[src/rtl/risc_pkg.sv]
// Shared encodings for the 8-bit RISC datapath data-memory responder.
package risc_pkg;

  localparam logic [1:0] ST_IDLE = 2'd0;
  localparam logic [1:0] ST_WAIT = 2'd1;
  localparam logic [1:0] ST_RESP = 2'd2;

  localparam logic OP_RD = 1'b0;
  localparam logic OP_WR = 1'b1;

  // A simultaneous read+write request is taken as a write; the read is dropped.
  function automatic logic decode_op(input logic en_wr);
    return en_wr ? OP_WR : OP_RD;
  endfunction

endpackage

[src/rtl/dm_array.sv]
// Synchronous single-port RAM, read-before-write; kept separate so a vendor macro can drop in.
module dm_array #(
  parameter int DW = 8,
  parameter int AW = 8
) (
  input  logic          clk,
  input  logic          we,
  input  logic [AW-1:0] addr,
  input  logic [DW-1:0] din,
  output logic [DW-1:0] dout
);

  logic [DW-1:0] mem [2**AW];

  always_ff @(posedge clk) begin
    if (we) begin
      mem[addr] <= din;
    end
    dout <= mem[addr];
  end

endmodule

[src/rtl/data_mem_resp.sv]
// Data-memory responder: accepts one en_DM_rd/en_DM_wr request, waits WAIT_STATES
// cycles, then answers with a one-cycle rd_valid or wr_ack pulse.
module data_mem_resp
  import risc_pkg::*;
#(
  parameter int DW          = 8,
  parameter int AW          = 8,
  parameter int WAIT_STATES = 1
) (
  input  logic          clk,
  input  logic          rst_n,
  input  logic          en_DM_rd,
  input  logic          en_DM_wr,
  input  logic [AW-1:0] addr,
  input  logic [DW-1:0] wr_data,
  output logic [DW-1:0] rd_data,
  output logic          rd_valid,
  output logic          wr_ack,
  output logic          busy
);

  localparam logic [3:0] CNT_LAST = (WAIT_STATES == 0) ? 4'd0 : 4'(WAIT_STATES - 1);

  logic [1:0]    state;
  logic [1:0]    state_nxt;
  logic [3:0]    cnt;
  logic          op_q;
  logic [AW-1:0] addr_q;
  logic [DW-1:0] wr_data_q;
  logic [DW-1:0] rd_hold;

  logic          req;
  logic          accept;
  logic          enter_resp;
  logic          op_cur;
  logic          ram_we;
  logic [AW-1:0] ram_addr;
  logic [DW-1:0] ram_din;
  logic [DW-1:0] ram_dout;

  assign req    = en_DM_rd | en_DM_wr;
  assign accept = (state == ST_IDLE) && req;

  always_comb begin
    state_nxt = state;
    case (state)
      ST_IDLE: if (req) state_nxt = (WAIT_STATES == 0) ? ST_RESP : ST_WAIT;
      ST_WAIT: if (cnt == CNT_LAST) state_nxt = ST_RESP;
      ST_RESP: state_nxt = ST_IDLE;
      default: state_nxt = ST_IDLE;
    endcase
  end

  assign enter_resp = (state_nxt == ST_RESP) && (state != ST_RESP);

  // With zero wait states the RAM access happens on the accept edge itself,
  // so the RAM must see the live request rather than the latched copy.
  assign op_cur   = (state == ST_IDLE) ? decode_op(en_DM_wr) : op_q;
  assign ram_addr = (state == ST_IDLE) ? addr    : addr_q;
  assign ram_din  = (state == ST_IDLE) ? wr_data : wr_data_q;
  assign ram_we   = enter_resp && (op_cur == OP_WR);

  dm_array #(
    .DW(DW),
    .AW(AW)
  ) u_array (
    .clk (clk),
    .we  (ram_we),
    .addr(ram_addr),
    .din (ram_din),
    .dout(ram_dout)
  );

  always_ff @(posedge clk or negedge rst_n) begin
    if (!rst_n) begin
      state <= ST_IDLE;
      cnt   <= 4'd0;
      op_q  <= OP_RD;
    end else begin
      state <= state_nxt;
      if ((state == ST_WAIT) && (state_nxt == ST_WAIT)) begin
        cnt <= cnt + 4'd1;
      end else begin
        cnt <= 4'd0;
      end
      if (accept) begin
        op_q <= decode_op(en_DM_wr);
      end
    end
  end

  always_ff @(posedge clk) begin
    if (accept) begin
      addr_q    <= addr;
      wr_data_q <= wr_data;
    end
  end

  // rd_data follows the RAM during the response and then holds that value.
  always_ff @(posedge clk or negedge rst_n) begin
    if (!rst_n) begin
      rd_hold <= '0;
    end else if (rd_valid) begin
      rd_hold <= ram_dout;
    end
  end

  assign busy     = (state != ST_IDLE);
  assign rd_valid = (state == ST_RESP) && (op_q == OP_RD);
  assign wr_ack   = (state == ST_RESP) && (op_q == OP_WR);
  assign rd_data  = rd_valid ? ram_dout : rd_hold;

endmodule
[config.mk]
export PLATFORM = sky130hd
export DESIGN_NAME = data_mem_resp
export DESIGN_NICKNAME = d
export VERILOG_FILES = /design/src/rtl/risc_pkg.sv /design/src/rtl/dm_array.sv /design/src/rtl/data_mem_resp.sv
export SDC_FILE = /design/constraint.sdc
export NUM_CORES = 2
export LEC_CHECK = 0
export BUFFER_PORTS_ARGS = -buffer_cell sky130_fd_sc_hd__buf_2
export CELL_PAD_IN_SITES_DETAIL_PLACEMENT = 0
export CELL_PAD_IN_SITES_GLOBAL_PLACEMENT = 1
export CORE_UTILIZATION = 45
export DETAILED_ROUTE_END_ITERATION = 8
export PLACE_DENSITY_LB_ADDON = 0.1
export SYNTH_ARGS = -nofsm -noshare
export SYNTH_HDL_FRONTEND = slang
export SYNTH_SLANG_ARGS = --single-unit
[constraint.sdc]
create_clock -name clk -period 15.5 [get_ports clk]
set_input_delay 3.1 -clock clk [delete_from_list [all_inputs] [get_ports clk]]
set_output_delay 3.1 -clock clk [all_outputs]
set_load 0.02 [all_outputs]
==> impl_results.md <==
- Status: completed
- Max-cap viol count: 0
- Syn_nets: 4216
- Global route overflow: 0
- Hold endpoint: cnt[0]$_DFF_PN0_
- First-pass GRT wire length: 307.5 mm
- Unrepaired setup endpoints after global routing: no
- Ys Warns: 0
- IO Port Bufs: 30
- Drt first pass iters: 6
- I/O pin cnt: 31
- Setup Skew: 29.91 ps
- Post-route design area: 86080 sq um
- WS Path Type: input pin to flop
- Crit path DAT: 7920 ps
- Routability cong.: 0.8297
- Worst-path clk slew: 60 ps
- Reg2reg end: u_array.dout[7]$_DFF_P_
- Clock Tree Root: clkbuf_16
- Static Leak: 26.46 nW
- Yosys top cell by area: edfxtp_1
- CTS tree: yes
- Final Max Slew Viols: 0
- Top cells by area, synth: edfxtp_1, a22o_1, a221oi_1
- FFs w/ async S/R, synth: 0.007187
- Clk buf depth: 3
- Syn Std Cell Area: 76810 sq um
- R2r worst-path depth: 10
- Final period demand of the worst path: 7132 ps
- Setup TNS: 0 ps
- HP Class: flop to flop
- Peak Freq: 0.1402 GHz
- Vias in the first global route: 41.26k
- Synthesized instance count: 4194
- Initial antenna violation count: 4
- Syn_area_per_cell: 18.32 sq um
- Starting Density: 0.4533
- Flops & latches, synth: 2087
- Share of layout cells above drive strength 1: 0.1012
- Area Growth Syn to Fin: 12.07%
- Die span in y: 415.2 microns
- Least-Margin Pin Slew: 1307 ps
- Skew-Pair Late Insertion Delay: 850 ps
- Hold Path Depth: 1
- Startpoint types: input pin
- Most frequent cells after synthesis: edfxtp_1, a22o_1, a221oi_1
- Yosys top cell area share: 0.8069
- Resized cells post-CTS: 0
- Final hold violation count: 0
- Wire length per cell: 32.49 microns
- Die ar.: 172400 sq um
- CP endpoint kind: flop
- DRT iter0 DRCs: 4062
- Hold path start: cnt[0]$_DFF_PN0_
- Critical path peak fanout: 163
- Ys flop type: edfxtp_1
- Clock sink count: 2087
- Vias per inst: 6.291
- Die W: 415.2 microns
- All-Layer GR Usage: 0.2472
- Seq/Total Area, Yosys: 0.8139
- Pwr dens: 196.4 nW/um^2
- Most numerous cell in the Yosys netlist: edfxtp_1
- Post-synth EDFFs: 2064
- Drt drc: 0
- Vias: 41.57k
- Final period util: 0.4601
- Final HPWL DP: 122.1 mm
- Critical Path RT: 16280 ps
- Placed Area: 79430 sq um
- Core Footprint: 169500 sq um
- Hold buffers post-CTS: 0
- Reg2Reg Setup Slack: 9920 ps
- CTS Buf Count: 212
- Nets: 4238
- Routed Antenna Nets: 0
- Final wirelength: 214.7 mm
- Post-CTS Setup Bufs: 0
- Post-synth cell types: 41
- Placement Rows: 151
- VDD IR max: 160.1 uV
- Largest net degree at the start of global routing: 199
- Slew Limit Headroom: 0.1289
- Endpoints failing setup: 0
- H-tree depth: 4
- RR Startpoint: state[0]$_DFF_PN0_
==> layer usage <==
layer,wire length [microns],GRT usage,share of wire,up-vias
li1,-,-,-,18010
met1,94050,0.3534,0.44,21970
met2,102400,0.3922,0.48,1309
met3,11840,0.03718,0.055,279
met4,6361,0.07571,0.030,0
met5,0,0,0,-
==> critical path, stage by stage <==
cell      delay, ps
buf_2           120
or4b_1          580
o21ai_4          80
buf_4           650
buf_12          630
buf_4           800
a22o_1          230
a221oi_1         70
o22ai_1         220
nor4_1          130
a21oi_1         750
a2111o_1        170
==> worst max path at each step <==
stage	from	endpoint	slack, ps	depth (start not counted)
2_1_floorplan	wr_data[0]	u_array.mem[0][0]$_DFFE_PP_	8480	2
3_3_place_gp	addr[1]	u_array.dout[7]$_DFF_P_	7780	12
3_5_place_dp	addr[1]	u_array.dout[7]$_DFF_P_	7770	12
4_1_cts	addr[1]	u_array.dout[7]$_DFF_P_	8680	12
5_1_grt	addr[1]	u_array.dout[7]$_DFF_P_	8490	12
6_report	addr[1]	u_array.dout[7]$_DFF_P_	8370	12
==> kinds of logic (layout without fill, tap and decap cells) <==
kind of cell    after synthesis  in the layout  synth area share
other cells                   0              3                 0
flops                      2087           2087            0.8139
mux                           8              8          0.001173
compound gates             1328           1328            0.1423
buf+inv                     316            508           0.01670
simple gates                451            451           0.02548
fa+ha+maj                     2              2         0.0003257
xor+xnor                      2              2         0.0002281
==> state kept, by name (all words and copies together), names as in the netlist <==
| register | count |
|---|---|
| op_q | 1 |
| wr_data_q | 8 |
| state | 2 |
| u_array.mem | 2048 |
| rd_hold | 8 |
| cnt | 4 |
| addr_q | 8 |
| u_array.dout | 8 |
==> final cells by class <==
| cell class | instances | area (sq um) |
|---|---|---|
| fillers | 13680 | 83390 |
| repair buffers | 119 | 955.9 |
| well taps | 2218 | 2775 |
| clock buffers | 265 | 5577 |
| clock inverters | 119 | 1067 |
| inverters | 5 | 21.27 |
| multi-input cells | 1791 | 13170 |
| diodes | 3 | 7.507 |
| flip-flops and latches | 2087 | 62520 |
==> layout by cell type (no fill, tap or decap), drive strengths merged, types with 2 or more instances in the layout <==
master / netlist / layout
nor4: 64 / 64
a21oi: 16 / 16
diode: 0 / 3
or3: 3 / 3
o22ai: 256 / 256
and3: 4 / 4
o21ai: 7 / 7
edfxtp: 2064 / 2064
a21boi: 8 / 8
or4b: 2 / 2
nand3: 6 / 6
a221oi: 512 / 512
mux2: 8 / 8
nand2b: 5 / 5
dfxtp: 8 / 8
dfrtp: 15 / 15
nand2: 90 / 90
inv: 5 / 11
buf: 126 / 119
clkinv: 0 / 98
clkbuf: 185 / 265
o31ai: 5 / 5
bufinv: 0 / 15
nand3b: 9 / 9
ha: 2 / 2
nor2: 265 / 265
a22o: 513 / 513
a2111o: 8 / 8
==> report_power, final <==
group	leakage, nW	internal, W	switching (W)
Clock	3.25	0.00279	0.00212
Combinational	4.32	0.00117	0.00344
Sequential	18.9	0.00733	0.0000527
Total	26.5	0.0113	0.00562
==> stage by stage <==
stage	power [W]	cells	hold WS (ps)	utilization	setup WS, ps
floorplan	0.01037	4194	453.5	-	8481
detailed placement	0.01214	6220	485.3	0.4687	7767
global placement	0.01209	6220	477.7	0.4687	7779
CTS	0.01702	6604	495.7	0.5079	8677
finish	0.01690	6607	490.0	0.5080	8368
global route	0.01747	6605	513.9	0.5079	8494
Power figures use the tool's default switching activity.
